===== config.mk =====
export PLATFORM = sky130hd
export DESIGN_NAME = instr_prefetch_queue
export DESIGN_NICKNAME = d
export VERILOG_FILES = /design/src/rtl/ifq_pkg.sv /design/src/rtl/ifq_fifo.sv /design/src/rtl/instr_prefetch_queue.sv
export SDC_FILE = /design/constraint.sdc
export NUM_CORES = 1
export LEC_CHECK = 0
export ABC_AREA = 1
export ABC_CLOCK_PERIOD_IN_PS = 2800
export CORE_AREA = 2 2 117 119
export DETAILED_ROUTE_END_ITERATION = 7
export DIE_AREA = 0 0 119 121
export PLACE_DENSITY = 0.78
export SLEW_MARGIN = 10
export SYNTH_ARGS = -nofsm -noshare
export SYNTH_HDL_FRONTEND = slang
export SYNTH_SLANG_ARGS = --single-unit

===== constraint.sdc =====
create_clock -name clk -period 2.8 [get_ports clk]
set_input_delay 0.28 -clock clk [delete_from_list [all_inputs] [get_ports clk]]
set_output_delay 0.28 -clock clk [all_outputs]
set_load 0.05 [all_outputs]

===== src/rtl/ifq_pkg.sv =====
// Shared constants and the queue entry layout for the instruction prefetch queue.
package ifq_pkg;

  localparam int                    IFQ_ADDR_W   = 16;
  localparam int                    IFQ_INSTR_W  = 16;
  localparam logic [IFQ_ADDR_W-1:0] IFQ_RESET_PC = '0;
  localparam int                    IFQ_PC_STEP  = 4;

  // One queued fetch: the instruction together with the PC it was fetched from.
  typedef struct packed {
    logic [IFQ_ADDR_W-1:0]  pc;
    logic [IFQ_INSTR_W-1:0] instr;
  } ifq_entry_t;

endpackage


===== src/rtl/ifq_fifo.sv =====
// Circular entry store for the prefetch queue: array, read/write pointers and
// occupancy count. A flush empties the queue and overrides push/pop.
module ifq_fifo
  import ifq_pkg::*;
#(
  parameter int DEPTH   = 4,
  parameter int ENTRY_W = $bits(ifq_entry_t)
) (
  input  logic                       clk,
  input  logic                       reset,
  input  logic                       push,
  input  logic                       pop,
  input  logic                       flush,
  input  logic [ENTRY_W-1:0]         wrData,
  output logic [ENTRY_W-1:0]         head,
  output logic [$clog2(DEPTH):0]     count
);

  localparam int PTR_W = $clog2(DEPTH);
  localparam int CNT_W = PTR_W + 1;

  logic [ENTRY_W-1:0] mem [DEPTH];
  logic [PTR_W-1:0]   rdPtr;
  logic [PTR_W-1:0]   wrPtr;

  assign head = mem[rdPtr];

  // Pointer and occupancy bookkeeping; flush wins over any push/pop that cycle.
  always_ff @(posedge clk or posedge reset) begin
    if (reset) begin
      rdPtr <= '0;
      wrPtr <= '0;
      count <= '0;
    end else if (flush) begin
      rdPtr <= '0;
      wrPtr <= '0;
      count <= '0;
    end else begin
      if (push) wrPtr <= wrPtr + PTR_W'(1);
      if (pop)  rdPtr <= rdPtr + PTR_W'(1);
      if (push && !pop)      count <= count + CNT_W'(1);
      else if (pop && !push) count <= count - CNT_W'(1);
    end
  end

  // Entry storage is data only and carries no reset.
  always_ff @(posedge clk) begin
    if (push && !flush) mem[wrPtr] <= wrData;
  end

endmodule


===== src/rtl/instr_prefetch_queue.sv =====
// Fetch-side prefetch buffer: owns the fetch PC, issues one sequential read per
// cycle to a 1-cycle synchronous instruction memory, queues returned
// instructions with their PCs and hands them to decode via valid/ready.
// A branch redirect flushes queued and in-flight fetches.
module instr_prefetch_queue
  import ifq_pkg::*;
#(
  parameter int                DEPTH    = 4,
  parameter int                ADDR_W   = IFQ_ADDR_W,
  parameter int                INSTR_W  = IFQ_INSTR_W,
  parameter int                PC_STEP  = IFQ_PC_STEP,
  parameter logic [ADDR_W-1:0] RESET_PC = ADDR_W'(IFQ_RESET_PC)
) (
  input  logic               clk,
  input  logic               reset,
  output logic               imem_req,
  output logic [ADDR_W-1:0]  imem_addr,
  input  logic               imem_rvalid,
  input  logic [INSTR_W-1:0] imem_rdata,
  input  logic               redirect,
  input  logic [ADDR_W-1:0]  redirect_pc,
  output logic               out_valid,
  input  logic               out_ready,
  output logic [INSTR_W-1:0] out_instr,
  output logic [ADDR_W-1:0]  out_pc
);

  localparam int CNT_W   = $clog2(DEPTH) + 1;
  localparam int OCC_W   = CNT_W + 1;
  localparam int ENTRY_W = ADDR_W + INSTR_W;

  function automatic logic [ADDR_W-1:0] nextPc(input logic [ADDR_W-1:0] pc);
    return pc + ADDR_W'(PC_STEP);
  endfunction

  logic [ADDR_W-1:0]  fetchPc;
  logic [ADDR_W-1:0]  issuedPc;
  logic               inflight;
  logic               dropNext;
  logic [CNT_W-1:0]   fifoCount;
  logic [ENTRY_W-1:0] head;
  logic [OCC_W-1:0]   occupancy;
  logic               pop;
  logic               push;
  logic [ADDR_W-1:0]  headPc;
  logic [INSTR_W-1:0] headInstr;

  // A pop in a redirect cycle is squashed; the flush discards the head anyway.
  assign pop  = out_valid && out_ready && !redirect;
  assign push = imem_rvalid && !dropNext;

  // Entries held plus the one response still on its way back.
  assign occupancy = {1'b0, fifoCount} + {{CNT_W{1'b0}}, inflight};

  // Issue only while the slot freed by this cycle's pop keeps room for the reply.
  assign imem_req  = !reset && !redirect &&
                     ((occupancy - {{CNT_W{1'b0}}, pop}) < OCC_W'(DEPTH));
  assign imem_addr = fetchPc;

  assign out_valid = (fifoCount != '0);
  assign headPc    = head[ENTRY_W-1 -: ADDR_W];
  assign headInstr = head[INSTR_W-1:0];
  // Empty queue shows zeros so the outputs stay stable and clean out of reset.
  assign out_pc    = out_valid ? headPc    : '0;
  assign out_instr = out_valid ? headInstr : '0;

  ifq_fifo #(
    .DEPTH   (DEPTH),
    .ENTRY_W (ENTRY_W)
  ) u_fifo (
    .clk    (clk),
    .reset  (reset),
    .push   (push),
    .pop    (pop),
    .flush  (redirect),
    .wrData ({issuedPc, imem_rdata}),
    .head   (head),
    .count  (fifoCount)
  );

  // Fetch PC, in-flight tracking and response-drop control.
  always_ff @(posedge clk or posedge reset) begin
    if (reset) begin
      fetchPc  <= RESET_PC;
      inflight <= 1'b0;
      dropNext <= 1'b0;
    end else begin
      inflight <= imem_req;
      dropNext <= redirect ? inflight : 1'b0;
      if (redirect)      fetchPc <= redirect_pc;
      else if (imem_req) fetchPc <= nextPc(fetchPc);
    end
  end

  // Remember the address of each issued read so it pairs with its returned data.
  always_ff @(posedge clk) begin
    if (imem_req) issuedPc <= fetchPc;
  end

endmodule


# Word-level counts from Yosys, hierarchy flattened
# Memories as Yosys holds them, arrays and structs flattened.
# Index checks and enable logic that the tools add are counted.
[word_totals] memories=1 latch_bits=0 ram_bits=128 mem_bits_ro=0 regBits=41 output_inout_bits=50
[classes] shift=0 magnitude_cmp=1 eq_ne=0 bitwise_logic=0 multipliers=0 div_mod_pow=0 n_addsub=7 n_mux=14 reduce_logical=18
[mem_list] memory="u_fifo.mem" depth=4 width=32 read_ports=1 rd_clocked_by_memory_dff=0 wr=1 line_no="ifq_fifo.sv:22" text="logic [ENTRY_W-1:0] mem [DEPTH];"
[ops] cell="$mux W16" n=4
[ops] cell="$add A16 B3 Y16 const B" n=1
[ops] cell="$mux W3" n=3
[ops] cell="$logic_and A1 B1 Y1" n=8
[ops] cell="$mux W2" n=4
[ops] cell="$reduce_bool A2 Y1" n=3
[ops] cell="$reduce_bool A3 Y1" n=2
[ops] cell="$logic_not A1 Y1" n=5
[ops] cell="$add A2 B1 Y2 const B" n=2
[ops] cell="$add A3 B1 Y4" n=1
[ops] cell="$lt A4 B3 Y1 const B" n=1
[ops] cell="$sub A4 B1 Y4" n=1
[ops] cell="$add A3 B1 Y3 const B" n=1
[ops] cell="$mux W1" n=3
[ops] cell="$sub A3 B1 Y3 const B" n=1

# Logic depth before layout (Yosys ltp)
[depth] ltp_word=8 mapped_depth=19 ltp_nobuf=18

# Modules after synthesis
# A second synthesis with hierarchy kept.
[unflattened] hier_cells=645 area_unflattened_um2=7245.7
[modules_own_cells] module="ifq_fifo" area_per_inst_um2=5182.5 seq_area_each_um2=4018.9 instances=1 cells_per_inst=370
[modules_own_cells] module="instr_prefetch_queue" area_per_inst_um2=2063.2 seq_area_each_um2=930.9 instances=1 cells_per_inst=275

# Least setup slack after synthesis
# Ideal clock, no wire load.
[synth_timing] path_kind="register to register" startpoint="register u_fifo.count[1]" endpoint="register issuedPc[0], enable pin" setup_slack_ps=-390 path_buffers=1 required_ps=2414 stages_incl_launch_ff=18 arrival_time_ps=2804 period_less_slack_ps=3190 cell_sequence="dfrtp_1 inv_1 nand3_2 nand2_2 inv_2 nand2_1 inv_1 ha_1 inv_1 ha_1 nand3_1 nand2_1 nand2_1 nand2_1 nor2_2 nand2_4 buf_4 inv_1"
[synth_between] elab_chain_cells=6
[synth_rtl] item="start: declaration" line_no="ifq_fifo.sv:16" text="output logic [$clog2(DEPTH):0] count"
[synth_rtl] item="start signal: assignment" line_no="ifq_fifo.sv:41" text="if (push && !pop) count <= count + CNT_W'(1);"
[synth_rtl] item="start signal: assignment" line_no="ifq_fifo.sv:42" text="else if (pop && !push) count <= count - CNT_W'(1);"
[synth_rtl] item="$reduce_bool A3 Y1" line_no="instr_prefetch_queue.sv:60" text="assign out_valid = (fifoCount != '0);"
[synth_rtl] item="net out_valid" line_no="instr_prefetch_queue.sv:22" text="output logic out_valid,"
[synth_rtl] item="$logic_and A1 B1 Y1 (2 in series)" line_no="instr_prefetch_queue.sv:49" text="assign pop = out_valid && out_ready && !redirect;"
[synth_rtl] item="$sub A4 B1 Y4" line_no="instr_prefetch_queue.sv:57" text="((occupancy - {{CNT_W{1'b0}}, pop}) < OCC_W'(DEPTH));"
[synth_rtl] item="$lt A4 B3 Y1" line_no="instr_prefetch_queue.sv:57"
[synth_rtl] item="$logic_and A1 B1 Y1" line_no="instr_prefetch_queue.sv:56" text="assign imem_req = !reset && !redirect &&"
[synth_rtl] item="net imem_req" line_no="instr_prefetch_queue.sv:16" text="output logic imem_req,"
[synth_rtl] item="end signal: assignment" line_no="instr_prefetch_queue.sv:97" text="if (imem_req) issuedPc <= fetchPc;"
[synth_rtl] item="end: declaration" line_no="instr_prefetch_queue.sv:37" text="logic [ADDR_W-1:0] issuedPc;"
# The timed path passes the listed nets, and every way through them passes these cells.
# A chain may end at the register's enable or synchronous reset.

# Worst setup path after layout
[layout_timing] startpoint="register u_fifo.count[2]" endpoint="output port imem_req"
[layout_between] elab_chain_cells=6
[layout_rtl] item="parallel branches: the longest is 3 deep, another holds $add A3 B1 Y4"
[layout_rtl] item="$sub A4 B1 Y4 (*)" line_no="instr_prefetch_queue.sv:57"
[layout_rtl] item="$lt A4 B3 Y1 (*)" line_no="instr_prefetch_queue.sv:57"
[layout_rtl] item="$logic_and A1 B1 Y1 (*)" line_no="instr_prefetch_queue.sv:56"
[layout_rtl] item="end: declaration" line_no="instr_prefetch_queue.sv:16"
# Every way passes the cells marked *.

==> flow_summary.toml <==
[cts]
htreeDepth = 4
clock_tree.root_cell = "sky130_fd_sc_hd__clkbuf_16"
tritoncts_sinks = 169
cts_tree = "done"
cts-root-to-sink-buffers = 2
path_clk_slew_ps = 70
cts_inserted_buffers = 17
clock_insertion_delay_worst_skew_ps = 420

[cells_and_area]
layout-area-overhead-vs-synth_pct = 29.9
layout.filler_cells = 847
finish.instance_area_mm2 = 0.00931
multiInputGateArea_mm2 = 0.00199
final_layout_size_suffix_gt1_share_pct = 15.0
finish.net_count = 798
seq_area_mm2 = 0.00495
antenna_cells = 0

[logic_synthesis]
ys_types = 26
ys_ff_latch = 169
syn_avg_cell_area_um2 = 10.9
netlist_instances = 657
post_synth_instance_area_mm2 = 0.00716
syn-num-nets = 703
synth-seq-area-share_pct = 69.1
ys.warnings.count = 0

[grt]
antenna_found_initial = 0
grt_start_max_net_pins = 66
grt_overflow_total = 0
track_usage_pct = 23.2
wire_length_of_the_first_global_routing_pass_mm = 25.6
grt_pass1_vias = 5157

[placement]
hpwlAfterDp_mm = 9.63
finalWeightedCongestion = 0.849
io_buffer_count = 86
cell_area_after_placement_mm2 = 0.00862

[timing]
relSlewSlack_pct = 52.4
final.period_utilization_pct = 95.1
grt_setup_unrepaired = "no"
measured_slew_at_the_worst_slew_check_pin_ps = 714
max_freq_mhz = 376
final_hold_viol_count = 0
drv_slew = 0
final.setup.tns_ps = 0
min_cycle_time_layout_ps = 2660
fin_worst_skew_ps = 7.91
finalSetupViolations = 0

[worst_setup_path]
maximum_fanout_along_the_worst_path = 3
cpMaxStageDelayCell = "sky130_fd_sc_hd__dfrtp_1"
cp_top_family = "simple AND/OR/NAND/NOR gates"
worst-setup-path-type = "flop to primary output"
path_cells = "inv_2 -> nand3_4 -> nand2_4 -> inv_2 -> nand2_2 -> inv_1 -> ha_1 -> inv_2 -> ha_4 -> nand3_2 -> nand2_1 -> nand2_1 -> nand2_1 -> nor2_2 -> nand2_4 -> clkinvlp_4 -> buf_12"
critical_path_data_required_time_ps = 2520
cp-end-kind = "primary output"
worstSetupStartpointType = "flop"
crit_arrival_ps = 2380
cp.depth = 17
slowest_delay_ps = 400
worstPathBufferInverterCount = 6
reg2regPathDepth = 18

[power]
power_leakage_nw = 3.55
max-vdd-ir-drop_mv = 0.548
power.density_mw_per_mm2 = 1080

[run_status]
status = "complete, no violations"

[floorplan]
initial_utilization_pct = 54.7
chipWidth_um = 119
die_h_um = 121
placementRows = 42
number_of_top_level_design_ports = 87
coreArea_mm2 = 0.0131
die_area_mm2 = 0.0144

[route]
drt_drc_violations_left = 0
via_count = 5193
antenna_violating_nets_post_route = 0
vias_per_cell = 5.52
routed_wirelength_mm = 16.3
routedWlPerCell_um = 17.3
drtPass1Iterations = 5
drt_first_iter_violations = 417

[hold_path]
min_path_type = "primary input to async pin"

[run]
max_cap_viol_count = 0
==> timing repair <==
item / CTS / global route
gates resized for setup: 1 / 5
hold buffers: 0 / 0
setup endpoints to repair: 1 / 32
pin swaps: 1 / 1
buffers inserted: 4 / 3
==> synthesized netlist by cell type <==
cell / count / area, µm²
sky130_fd_sc_hd__a21o_1: 1 / 7.51
sky130_fd_sc_hd__a21oi_1: 37 / 185
sky130_fd_sc_hd__a21oi_2: 1 / 8.76
sky130_fd_sc_hd__buf_1: 3 / 11.3
sky130_fd_sc_hd__buf_2: 6 / 30.0
sky130_fd_sc_hd__buf_4: 8 / 60.1
sky130_fd_sc_hd__buf_6: 1 / 11.3
sky130_fd_sc_hd__clkbuf_1: 13 / 48.8
sky130_fd_sc_hd__dfrtp_1: 25 / 626
sky130_fd_sc_hd__edfxtp_1: 144 / 4320
sky130_fd_sc_hd__fa_1: 1 / 20.0
sky130_fd_sc_hd__ha_1: 8 / 100
sky130_fd_sc_hd__inv_1: 28 / 105
sky130_fd_sc_hd__inv_2: 6 / 22.5
sky130_fd_sc_hd__nand2_1: 105 / 394
sky130_fd_sc_hd__nand2_2: 3 / 18.8
sky130_fd_sc_hd__nand2_4: 2 / 22.5
sky130_fd_sc_hd__nand3_1: 35 / 175
sky130_fd_sc_hd__nand3_2: 1 / 10.0
sky130_fd_sc_hd__nand4_1: 4 / 25.0
sky130_fd_sc_hd__nor2_1: 144 / 541
sky130_fd_sc_hd__nor2_2: 4 / 25.0
sky130_fd_sc_hd__o21ai_0: 63 / 315
sky130_fd_sc_hd__o21ai_1: 12 / 60.1
sky130_fd_sc_hd__o22ai_1: 1 / 6.26
sky130_fd_sc_hd__xnor2_1: 1 / 8.76
==> layer usage <==
layer	track usage [%]	vias to the layer above	share of wire, %
met2	39.4	244	51
li1	-	2432	-
met1	29.0	2495	40
met3	5.08	22	6.8
met5	0	-	0
met4	9.60	0	1.6
==> cell usage in the layout, fill, tap and decap left out, drive strengths merged <==
cell type and count:
inv 33, clkinvlp 4, xnor2 1, ha 8, clkdlybuf4s50 53, dfrtp 25
o21ai 75, clkbuf 17, a21o 1, nand4 4, fa 1, o22ai 1
bufinv 3, clkinv 9, buf 54, nand3 36, edfxtp 144, a21oi 38
nand2 110, nor2 148
==> stage by stage <==
stage / worst slack (ps) / cells / hold WS (ps) / power, mW / util (%)
4_1_cts: 0.923 / 938 / 255 / 10.0 / 70.8
5_1_grt: 2.65 / 941 / 293 / 10.5 / 71.1
3_3_place_gp: 280 / 902 / 467 / 7.52 / 65.9
2_1_floorplan: 40.1 / 657 / 316 / 5.71 / -
3_5_place_dp: 151 / 902 / 481 / 7.64 / 65.9
6_report: 137 / 941 / 253 / 10.1 / 71.1
==> worst paths after layout <==
check	to	slack [ps]	start
worst max-delay path	imem_req	140	u_fifo.count[2]
worst min-delay path	imem_addr[1]	250	reset
worst max register to register	issuedPc[14]	340	u_fifo.count[2]
worst min register to register	u_fifo.mem[2][31]	500	issuedPc[15]
max in group asynchronous	u_fifo.rdPtr[1]	2280	reset
min in group clk	imem_addr[1]	410	redirect_pc[1]
==> report_power, final <==
| part | leakage, nW | switching [mW] | internal (mW) |
|---|---|---|---|
| clock network | 0.286 | 0.964 | 1.40 |
| registers | 1.63 | 0.258 | 3.05 |
| logic | 1.64 | 2.68 | 1.71 |
==> flip-flops by register name, summed over array words and instances, names as in the netlist <==
register,flops
u_fifo.mem,128
imem_addr,16
issuedPc,16
u_fifo.count,3
u_fifo.rdPtr,2
u_fifo.wrPtr,2
dropNext,1
inflight,1
==> kinds of logic (layout without fill, tap and decap cells) <==
| logic type | count (synthesis) | count (layout) | share of synthesized area, % |
|---|---|---|---|
| XOR/XNOR | 1 | 1 | 0.122 |
| AO/OA/AOI/OAI | 115 | 115 | 8.14 |
| buffers and inverters | 65 | 173 | 4.04 |
| AND/OR/NAND/NOR | 298 | 298 | 16.9 |
| adder cells (fa/ha/maj) | 9 | 9 | 1.68 |
| flip-flops | 169 | 169 | 69.1 |
==> area by class of cell <==
type / instances / share of cell area, %
multi-input cells: 423 / 21.3
clock buffers: 17 / 4.57
clock inverters: 15 / 1.92
flip-flops and latches: 169 / 53.2
repair buffers: 107 / 15.2
well taps: 176 / 2.37
inverters: 34 / 1.41
==> worst min-delay path: cells and delay by family <==
kind	cells	cell delay (ps)
buffers and inverters	3	790
Note: power is estimated with default switching activity, not from simulation.
